$ cat src/rtl/soc_mem_pkg.sv
// Shared definitions for the cpu memory subsystem.
//   - AW_DEF / DW_DEF : default address/data widths shared with the cpu core
//   - ST_BOOT / ST_START / ST_RUN : bring-up state encodings (visible on state_o)
//   - reset_state() : state entered when leaving reset
package soc_mem_pkg;

  localparam int unsigned AW_DEF = 12;
  localparam int unsigned DW_DEF = 16;

  localparam logic [1:0] ST_BOOT  = 2'd0;
  localparam logic [1:0] ST_START = 2'd1;
  localparam logic [1:0] ST_RUN   = 2'd2;

  function automatic logic [1:0] reset_state(input int unsigned boot_on_reset);
    return (boot_on_reset != 0) ? ST_BOOT : ST_START;
  endfunction

endpackage

$ cat src/rtl/sat_counter.sv
// Saturating up-counter with synchronous clear.
//   i_clk  : clock, state on posedge
//   i_rst  : synchronous reset, active-high (count -> 0)
//   i_inc  : increment request (ignored once count reaches LIMIT)
//   i_clr  : synchronous clear, wins over i_inc
//   o_sat  : count == LIMIT
module sat_counter #(
  parameter int unsigned WIDTH = 8,
  parameter int unsigned LIMIT = 8
) (
  input  logic i_clk,
  input  logic i_rst,
  input  logic i_inc,
  input  logic i_clr,
  output logic o_sat
);

  localparam logic [WIDTH-1:0] LimitVal = WIDTH'(LIMIT);

  logic [WIDTH-1:0] r_count;

  always_ff @(posedge i_clk) begin
    if (i_rst) begin
      r_count <= '0;
    end else if (i_clr) begin
      r_count <= '0;
    end else if (i_inc && (r_count != LimitVal)) begin
      r_count <= r_count + 1'b1;
    end
  end

  assign o_sat = (r_count == LimitVal);

endmodule

$ cat src/rtl/mem_bus_arbiter.sv
// Arbitrates the single-port program/data RAM between the cpu core and a boot/debug
// loader, and sequences cpu bring-up (BOOT -> START -> RUN).
//   clkin, rst                 : clock and synchronous active-high reset
//   cpu_en/rdwr/addr/wdata     : cpu bus request; cpu_rdata returns RAM read data
//   cpu_rst                    : registered reset to the cpu core
//   ldr_req/we/addr/wdata      : loader request; ldr_gnt = access performed this cycle
//   ldr_rvalid, ldr_rdata      : loader read return, one cycle after a read grant
//   boot_done, halt_req        : start the cpu / send it back to BOOT
//   mem_en/we/addr/wdata/rdata : RAM macro port (1-cycle read latency)
//   state_o                    : current state (BOOT=0, START=1, RUN=2)
//   ldr_starved                : loader refused STARVE_LIMIT consecutive cycles in RUN
module mem_bus_arbiter
  import soc_mem_pkg::*;
#(
  parameter int unsigned AW            = AW_DEF,
  parameter int unsigned DW            = DW_DEF,
  parameter int unsigned BOOT_ON_RESET = 1,
  parameter int unsigned RST_HOLD      = 4,
  parameter int unsigned STARVE_LIMIT  = 8
) (
  input  logic          clkin,
  input  logic          rst,
  input  logic          cpu_en,
  input  logic          cpu_rdwr,
  input  logic [AW-1:0] cpu_addr,
  input  logic [DW-1:0] cpu_wdata,
  output logic [DW-1:0] cpu_rdata,
  output logic          cpu_rst,
  input  logic          ldr_req,
  input  logic          ldr_we,
  input  logic [AW-1:0] ldr_addr,
  input  logic [DW-1:0] ldr_wdata,
  output logic          ldr_gnt,
  output logic          ldr_rvalid,
  output logic [DW-1:0] ldr_rdata,
  input  logic          boot_done,
  input  logic          halt_req,
  output logic          mem_en,
  output logic          mem_we,
  output logic [AW-1:0] mem_addr,
  output logic [DW-1:0] mem_wdata,
  input  logic [DW-1:0] mem_rdata,
  output logic [1:0]    state_o,
  output logic          ldr_starved
);

  localparam logic [3:0] HoldLast = 4'(RST_HOLD - 1);

  logic [1:0] r_state;
  logic [1:0] w_state_nxt;
  logic [3:0] r_hold_cnt;
  logic       r_cpu_rst;
  logic       r_ldr_rvalid;
  logic       w_run;
  logic       w_cpu_sel;
  logic       w_ldr_gnt;
  logic       w_starve_inc;
  logic       w_starve_clr;
  logic       w_starve_sat;

  assign w_run = (r_state == ST_RUN);

  // The cpu only drives the bus in RUN and only on cycles it actually requests;
  // every other cycle is available to the loader.
  assign w_cpu_sel = w_run & cpu_en;
  assign w_ldr_gnt = ldr_req & ~w_cpu_sel;

  always_comb begin
    w_state_nxt = r_state;
    unique case (r_state)
      ST_BOOT:  if (boot_done) w_state_nxt = ST_START;
      ST_START: if (r_hold_cnt == HoldLast) w_state_nxt = ST_RUN;
      ST_RUN:   if (halt_req) w_state_nxt = ST_BOOT;
      default:  w_state_nxt = ST_BOOT;
    endcase
  end

  always_ff @(posedge clkin) begin
    if (rst) begin
      r_state      <= reset_state(BOOT_ON_RESET);
      r_cpu_rst    <= 1'b1;
      r_hold_cnt   <= '0;
      r_ldr_rvalid <= 1'b0;
    end else begin
      r_state      <= w_state_nxt;
      r_cpu_rst    <= (w_state_nxt != ST_RUN);
      r_ldr_rvalid <= w_ldr_gnt & ~ldr_we;
      // Held at zero outside START so it always enters START cleared.
      if (r_state == ST_START) begin
        r_hold_cnt <= r_hold_cnt + 1'b1;
      end else begin
        r_hold_cnt <= '0;
      end
    end
  end

  always_comb begin
    mem_en    = 1'b0;
    mem_we    = 1'b0;
    mem_addr  = ldr_addr;
    mem_wdata = ldr_wdata;
    if (w_cpu_sel) begin
      mem_en    = 1'b1;
      mem_we    = cpu_rdwr;
      mem_addr  = cpu_addr;
      mem_wdata = cpu_wdata;
    end else if (w_ldr_gnt) begin
      mem_en    = 1'b1;
      mem_we    = ldr_we;
    end
  end

  // Counter is cleared outside RUN, but the flag is also gated so it drops on the
  // very first non-RUN cycle.
  assign w_starve_inc = w_run & ldr_req & ~w_ldr_gnt;
  assign w_starve_clr = ~w_run | w_ldr_gnt | ~ldr_req;

  sat_counter #(
    .WIDTH (8),
    .LIMIT (STARVE_LIMIT)
  ) u_starve_cnt (
    .i_clk (clkin),
    .i_rst (rst),
    .i_inc (w_starve_inc),
    .i_clr (w_starve_clr),
    .o_sat (w_starve_sat)
  );

  assign ldr_gnt     = w_ldr_gnt;
  assign ldr_rvalid  = r_ldr_rvalid;
  assign ldr_rdata   = mem_rdata;
  assign cpu_rdata   = mem_rdata;
  assign cpu_rst     = r_cpu_rst;
  assign state_o     = r_state;
  assign ldr_starved = w_run & w_starve_sat;

endmodule

$ cat config.mk
export PLATFORM = sky130hd
export DESIGN_NAME = mem_bus_arbiter
export DESIGN_NICKNAME = d
export VERILOG_FILES = /design/src/rtl/soc_mem_pkg.sv /design/src/rtl/sat_counter.sv /design/src/rtl/mem_bus_arbiter.sv
export SDC_FILE = /design/constraint.sdc
export NUM_CORES = 1
export LEC_CHECK = 0
export ABC_AREA = 0
export CAP_MARGIN = 10
export CORE_MARGIN = 2
export CORE_UTILIZATION = 27
export DETAILED_ROUTE_END_ITERATION = 10
export PLACE_DENSITY_LB_ADDON = 0.12
export SYNTH_ARGS = -nofsm -noshare
export SYNTH_HDL_FRONTEND = slang
export SYNTH_SLANG_ARGS = --single-unit
$ cat constraint.sdc
create_clock -name clkin -period 2.1 [get_ports clkin]
set_input_delay 0.315 -clock clkin [delete_from_list [all_inputs] [get_ports clkin]]
set_output_delay 0.315 -clock clkin [all_outputs]
set_load 0.01 [all_outputs]
==> run_results.csv, run 1 <==
group,metric,value,unit
clock_tree,numCtsBuffers,3,
sta,tns,0,ns
route,wl_per_cell,14.9,microns
worst_hold_path,min_path_type,"register to register",
worst_setup_path,r2r_slack,0.40,ns
layout,diodes,0,
route,via_per_inst,4.58,
worst_setup_path,end_kind,"primary output",
grt,grt_overflow,0,
power_and_ir_drop,p_per_area,365,nW/um^2
floorplanning,die_area,5330,sq um
sta,maxSlewViolCount,0,
route,drtAntennaViolNets,0,
sta,finalCriticalPeriod,2.05,ns
run_status,status,"finished, final reports clean",
grt,antenna_found_initial,0,
power_and_ir_drop,peakVddDrop,200,uV
floorplanning,coreArea,4660,sq um
place,place_ws,-0.106,ns
floorplanning,num_io_pins,148,
place,io_buffers,99,
worst_hold_path,min-delay-start,"r_hold_cnt[0]",
synthesis,ys_ff_latch,16,
worst_setup_path,worstPathRequired,1.78,ns
clock_tree,root_buffer,"clkbuf_8",
power_and_ir_drop,leakagePower,0.000922,uW
clock_tree,cts_tree,"done",
sta,maxSlewHeadroom,75.0,%
layout,area_growth,72.3,%
floorplanning,initial_core_util,27.6,%
worst_hold_path,hold-path-cell-count,1,
synthesis,synth.avg_cell_area,9.11,sq um
grt,grt_max_degree,23,
sta,finalSetupViolations,0,
grt,grt.total_usage,14.3,%
sta,whs,0.479,ns
clock_tree,clkLatencyLatePin,0.24,ns
place,hpwl,3460,microns
route,drt_pre_antenna_iters,4,
synthesis,ys_seq_area_share,24.9,%
grt,grt_pass1_vias,1252,
place,placed_cells,269,
synthesis,synth_warnings,0,
worst_setup_path,path_max_fanout,22,
sta,rsz0062_at_grt,"no",
route,drc,0,
route,via_count,1250,
sta,tightestPinTransition,0.369,ns
worst_setup_path,path_class,"input port to primary output",
floorplanning,rows,25,
route,drt_iter0_markers,33,
layout,drive_gt1_share,22.8,%
layout,nNetsFinal,303,
clock_tree,clockBufferDepth,2,
place,gp_congestion,0.688,
layout,fin_cells,273,
clock_tree,cts_max_level,1,
worst_setup_path,cp-start-kind,"input port",
synthesis,synthDistinctLibCells,29,
sta,hold_viol,0,
grt,grt_pass1_wl,5980,microns
layout,utilization,47.5,%
clock_tree,clk_pin_slew,0.06,ns
worst_setup_path,rr_startpoint,"u_starve_cnt.r_count[1]",
clock_tree,cts-hold-fix-buffers,0,
worst_setup_path,regToRegEndpoint,"u_starve_cnt.r_count[1]",
synthesis,syn_area,1280,sq um
route,routed_wl,4070,microns
clock_tree,cts.sinks,16,
worst_setup_path,crit_arrival,1.73,ns
job,maxCapViolCount,0,
sta,finalClockSkew,0.00377,ns
synthesis,synth_fp_nets,224,
sta,max_freq,0.488,GHz
floorplanning,die_h,73.0,microns
sta,worst_slack,0.0503,ns
synthesis,netlist_instances,141,
worst_hold_path,min_to,"r_hold_cnt[0]",
worst_setup_path,reg2regPathDepth,6,
floorplanning,chipWidth,73.0,microns
sta,post-route-period-util,97.6,%
layout make-up:
type	count	area (sq um)
timing repair buffer	110	1060
clock buffer	4	55.1
tap	54	67.6
sequential	16	320
fill	454	2450
multi-input combinational	86	701
inverter	3	11.3
critical path, cell delays in order:
cell and delay [ns]:
clkdlybuf4s50_1 0.50, nand3b_4 0.11, buf_12 0.17, nand2b_1 0.08
clkdlybuf4s50_1 0.55
state kept, by name (all words and copies together) (netlist names):
register / cells
cpu_rst: 1
ldr_rvalid: 1
r_hold_cnt: 4
u_starve_cnt.r_count: 8
state_o: 2
stage by stage:
stage                     total power, uW  instance area (sq um)
after floorplan                       435                   1280
after global placement                561                   2190
after detailed placement              564                   2190
after CTS                             816                   2210
after global routing                  843                   2210
final                                 807                   2210
logic make-up (layout without fill, tap and decap cells):
logic type / count (synthesis) / in the layout / share of synthesized area [%]
buffers and inverters: 39 / 117 / 21.0
XOR/XNOR: 4 / 4 / 2.73
AND/OR/NAND/NOR: 37 / 37 / 18.0
AO/OA/AOI/OAI: 13 / 13 / 5.06
adder cells (fa/ha/maj): 3 / 3 / 2.92
multiplexers: 29 / 29 / 25.3
flip-flops: 16 / 16 / 24.9
synthesized netlist by cell type:
| library cell | number | share of area (%) |
|---|---|---|
| inv_1 | 3 | 0.88 |
| dfxtp_1 | 16 | 25 |
| nor3_1 | 1 | 0.39 |
| nor4bb_1 | 2 | 1.6 |
| or4b_4 | 1 | 1.1 |
| and2_1 | 1 | 0.49 |
| nor2_1 | 9 | 2.6 |
| xor2_1 | 3 | 2.0 |
| or3_1 | 4 | 1.9 |
| mux2_2 | 28 | 25 |
| nor2b_1 | 1 | 0.49 |
| nand2b_1 | 2 | 0.97 |
| mux2i_1 | 1 | 0.78 |
| or3b_2 | 2 | 1.4 |
| nand4_1 | 1 | 0.49 |
| xnor2_1 | 1 | 0.68 |
| nand2_1 | 3 | 0.88 |
| o21ai_0 | 8 | 3.1 |
| ha_1 | 3 | 2.9 |
| buf_4 | 32 | 19 |
| clkbuf_1 | 1 | 0.29 |
| a21oi_1 | 5 | 1.9 |
| nand3b_4 | 1 | 1.6 |
| buf_2 | 3 | 1.2 |
| nand3_1 | 5 | 1.9 |
| and3_1 | 1 | 0.49 |
| nor4b_1 | 1 | 0.68 |
| or2_2 | 1 | 0.49 |
| nor3b_1 | 1 | 0.58 |
timing repair:
| item | in CTS | in global routing |
|---|---|---|
| pin swaps | 0 | 0 |
| setup buffers | 0 | 0 |
| resized for setup | 34 | 2 |
| endpoints found under the setup margin | 30 | 2 |
worst max-delay path by stage:
stage / startpoint / endpoint / depth (start not counted)
finish: cpu_en / mem_en / 5
global placement: cpu_en / mem_addr[1] / 5
CTS: cpu_en / ldr_gnt / 5
floorplan: u_starve_cnt.r_count[0] / ldr_starved / 4
global route: cpu_en / mem_en / 5
detailed placement: cpu_en / mem_wdata[13] / 5
where the power goes:
group | switching, uW | total, uW | internal [uW] | leakage [uW]
Combinational | 63.9 | 225 | 161 | 0.000764
Sequential | 2.01 | 309 | 307 | 0.000130
Clock | 107 | 273 | 166 | 0.0000288
Total | 173 | 807 | 634 | 0.000922
placed cells by master (no fill, tap or decap):
cell type / n
nor4bb_1: 2
a21oi_1: 5
o21ai_0: 8
dfxtp_1: 16
dlymetal6s2s_1: 1
nand2b_1: 2
nor3b_1: 1
dlygate4sd2_1: 29
nor3_1: 1
and2_1: 1
xnor2_1: 1
buf_4: 9
or3b_2: 2
nand3b_4: 1
buf_12: 2
clkbuf_8: 4
mux2_2: 28
or4b_4: 1
nand3_1: 5
nor4b_2: 1
nor2b_1: 1
or3_1: 4
nand4_1: 1
or2_2: 1
clkdlybuf4s50_1: 68
inv_1: 3
and3_1: 1
xor2_1: 3
nor2_1: 9
ha_1: 3
buf_2: 1
mux2i_1: 1
nand2_1: 3
layer usage:
layer | vias up | part of all wire, % | track usage, %
met5 | - | 0 | 0
met3 | 6 | 4.9 | 2.07
li1 | 610 | - | -
met4 | 0 | 0.64 | 3.70
met1 | 579 | 40 | 18.3
met2 | 55 | 54 | 24.9
(Power assumes the default switching activity.)
==> run 2, diff against run 1 <==
--- a/config.mk
+++ b/config.mk
@@ -5,12 +5,13 @@
 export SDC_FILE = /design/constraint.sdc
 export NUM_CORES = 1
 export LEC_CHECK = 0
-export ABC_AREA = 0
+export ABC_AREA = 1
 export CAP_MARGIN = 10
 export CORE_MARGIN = 2
-export CORE_UTILIZATION = 27
+export CORE_UTILIZATION = 32
 export DETAILED_ROUTE_END_ITERATION = 10
 export PLACE_DENSITY_LB_ADDON = 0.12
+export SKIP_LAST_GASP = 1
 export SYNTH_ARGS = -nofsm -noshare
 export SYNTH_HDL_FRONTEND = slang
 export SYNTH_SLANG_ARGS = --single-unit
==> constraint.sdc (replaced) <==
create_clock -name clkin -period 2.44 [get_ports clkin]
set_input_delay 0.366 -clock clkin [delete_from_list [all_inputs] [get_ports clkin]]
set_output_delay 0.366 -clock clkin [all_outputs]
set_load 0.01 [all_outputs]
==> run 2 against run 1 <==
Compared with the run above:
- sequential share of layout area shrank 0.70 points
- clock-buffer cell count decreased by 1
- synthesized cell count rose by 78%
- clock power decreased by 26%
- cell count grew 35%
- sequential power shrank 14%
- flip-flop and latch count unchanged
- non-clock buffer count fell by 8
- die area is 2.6% lower
- global-route usage grew 3.0 points
- area after synthesis is 15% higher
- total power decreased by 16%
- critical path type unchanged
- critical endpoint is now mem_we
- largest power group unchanged
==> run_results.csv, run 2 <==
group,metric,value,unit
layout,fin_cells,368,
grt,grt.total_usage,17.3,%
clock_tree,cts.sinks,16,
power_and_ir_drop,pwr-share-clk,29.6,%
layout,final_common_cell,"nand2_1",
synthesis,syn_area,1480,sq um
clock_tree,clkLatencyLatePin,0.25,ns
layout,largest_reg_flops,8,
layout,multi_input_area,783,sq um
layout,n_fill_cell,457,
worst_setup_path,path_class,"input port to primary output",
place,placed_area,2290,sq um
floorplanning,chipWidth,72.0,microns
power_and_ir_drop,seqPwrFrac,39.2,%
job,maxCapViolCount,0,
grt,grt_overflow,0,
grt,met3_usage,3.47,%
synthesis,ys_ff_latch,16,
worst_setup_path,end_kind,"primary output",
grt,busiest_layer,"met2",
synthesis,netlist.top_cell.by_area,"nand2_1",
power_and_ir_drop,p_int,523,uW
grt,antenna_found_initial,0,
grt,grtUsageMet1,20.6,%
worst_setup_path,worstPathRequired,2.07,ns
route,via_per_inst,4.46,
power_and_ir_drop,power.total,680,uW
clock_tree,numCtsBuffers,3,
worst_setup_path,cp_common_cell,"clkdlybuf4s50_1",
power_and_ir_drop,power_frac_comb,31.2,%
sta,hold_viol,0,
sta,maxSlewViolCount,0,
worst_setup_path,path_max_fanout,11,
power_and_ir_drop,switchingPower,158,uW
power_and_ir_drop,switching_share,23.2,%
sta,finalCriticalPeriod,2.34,ns
route,drtAntennaViolNets,0,
layout,drive_gt1_share,5.38,%
worst_setup_path,cp_slowest_cell,"clkdlybuf4s50_1",
layout,area_growth,57.1,%
place,placed_cells,365,
worst_setup_path,cp-start-kind,"input port",
grt,grt_max_degree,28,
sta,max_freq,0.427,GHz
floorplanning,num_io_pins,148,
clock_tree,clk_pin_slew,0.06,ns
synthesis,yosysTopAreaCellShare,30.4,%
worst_hold_path,min_path_type,"register to register",
power_and_ir_drop,peakVddDrop,267,uV
floorplanning,die_h,72.0,microns
synthesis,synthDistinctLibCells,25,
floorplanning,initial_core_util,33.6,%
route,drc,0,
worst_hold_path,min-delay-start,"r_hold_cnt[0]",
clock_tree,cts_tree,"done",
floorplanning,die_area,5190,sq um
synthesis,synth_area_leaders,"nand2_1 30%, dfxtp_1 22%, buf_4 18%, inv_1 4.6%, nor2_1 3.5%",
run_status,status,"finished, final reports clean",
route,via_count,1640,
synthesis,ys_seq_area_share,21.6,%
worst_setup_path,cp_cell_sequence,"clkdlybuf4s50_1 > nand3_4 > inv_2 > buf_4 > a22o_1 > clkdlybuf4s50_1",
layout,design_area,2330,sq um
clock_tree,clockBufferDepth,2,
synthesis,synthArstFlopShare,0,%
layout,utilization,52.7,%
route,drt_iter0_markers,62,
sta,finalSetupViolations,0,
clock_tree,cts_max_level,1,
synthesis,ys.flop_type,"dfxtp_1",
worst_setup_path,critPathMaxStageDelay,0.53,ns
grt,grt_pass1_vias,1552,
worst_setup_path,startpoint,"cpu_en",
grt,grt_pass1_wl,7180,microns
synthesis,synth_common_cells,"120 x nand2_1, 35 x buf_4, 18 x inv_1",
sta,rsz0062_at_grt,"no",
floorplanning,coreArea,4410,sq um
synthesis,netlist_instances,251,
worst_setup_path,crit_arrival,1.98,ns
synthesis,synth_warnings,0,
layout,seqCellArea,320,sq um
synthesis,synth.avg_cell_area,5.90,sq um
sta,maxSlewHeadroom,80.2,%
grt,met2_usage,31.2,%
layout,top_register,"u_starve_cnt.r_count",
floorplanning,rows,24,
layout,nNetsFinal,401,
worst_setup_path,rr_startpoint,"u_starve_cnt.r_count[0]",
synthesis,synth_edf_count,0,
sta,tightestPinTransition,0.297,ns
place,hpwl,3890,microns
synthesis,synth.most_common_cell,"nand2_1",
layout,final_cell_mix,"120 x nand2_1, 99 x clkdlybuf4s50_1, 18 x inv_1, 16 x dfxtp_1, 14 x nor2_1",
route,drt_pre_antenna_iters,4,
synthesis,synth_fp_nets,334,
sta,post-route-period-util,96.0,%
clock_tree,cts-hold-fix-buffers,0,
place,gp_congestion,0.800,
layout,diodes,0,
route,wl_per_cell,13.0,microns
route,routed_wl,4780,microns
place,io_buffers,99,
clock_tree,post_cts_buffers,0,
sta,tns,0,ns
clock_tree,root_buffer,"clkbuf_8",
power_and_ir_drop,leakagePower,0.00102,uW
clock_tree,cts_repair_resize_count,0,
power_and_ir_drop,p_per_area,292,nW/um^2
sta,finalClockSkew,0.00483,ns
==> run 2: cell count changes after synthesis, sizes merged, moves of 4 or more <==
cell / change
nand3: +4
o21ai: -4
mux2: -28
or3: -4
inv: +18
a21oi: +4
nand2: +120
buf: +4
nor2: +8
==> run 2: path summary, 6_finish.rpt <==
| check | cells past startpoint | slack [ns] | to |
|---|---|---|---|
| max | 6 | 0.1 | mem_we |
| min | 1 | 0.45 | r_hold_cnt[0] |
| max reg2reg | 7 | 1.08 | u_starve_cnt.r_count[2] |
| min reg2reg | 1 | 0.45 | r_hold_cnt[0] |
==> run 2: power groups by stage <==
stage / clock (uW) / combinational (uW) / sequential (uW)
finish: 202 / 212 / 267
global route: 217 / 226 / 267
CTS: 203 / 214 / 267
detailed placement: 0 / 212 / 272
global placement: 0 / 213 / 272
floorplan: 0 / 100 / 273
==> run 2: layer usage <==
metal	wire [microns]	vias to the layer above
met3	392	8
li1	-	862
met5	0	-
met2	2350	84
met4	66	0
met1	1970	686
==> run 2: stage by stage <==
stage	hold slack, ns	setup WS, ns
finish	0.450	0.0983
global placement	0.434	0.116
detailed placement	0.444	0.100
floorplan	0.418	1.02
CTS	0.453	0.0872
global route	0.478	0.00323
==> run 2: critical path: cells and delay by family <==
| family | cells | cell delay, ns |
|---|---|---|
| AOI/OAI and AO/OA | 1 | 0.15 |
| buffers and inverters | 4 | 1.32 |
| and+or+nand+nor | 1 | 0.14 |
==> run 2: cell type report <==
class	instances	area share, %
inverter	21	3.39
clock buffer	3	1.77
tap	52	2.80
multi-input combinational	174	33.7
sequential	16	13.8
timing repair buffer	102	44.6
==> run 2: cell families (layout without fill, tap and decap cells) <==
logic type / after synthesis / in the layout / share of synthesized area (%)
AO/OA/AOI/OAI: 15 / 15 / 5.41
XOR/XNOR: 2 / 2 / 1.18
adder cells (fa/ha/maj): 3 / 3 / 2.53
buffers and inverters: 61 / 126 / 25.5
AND/OR/NAND/NOR: 154 / 154 / 43.8
flip-flops: 16 / 16 / 21.6
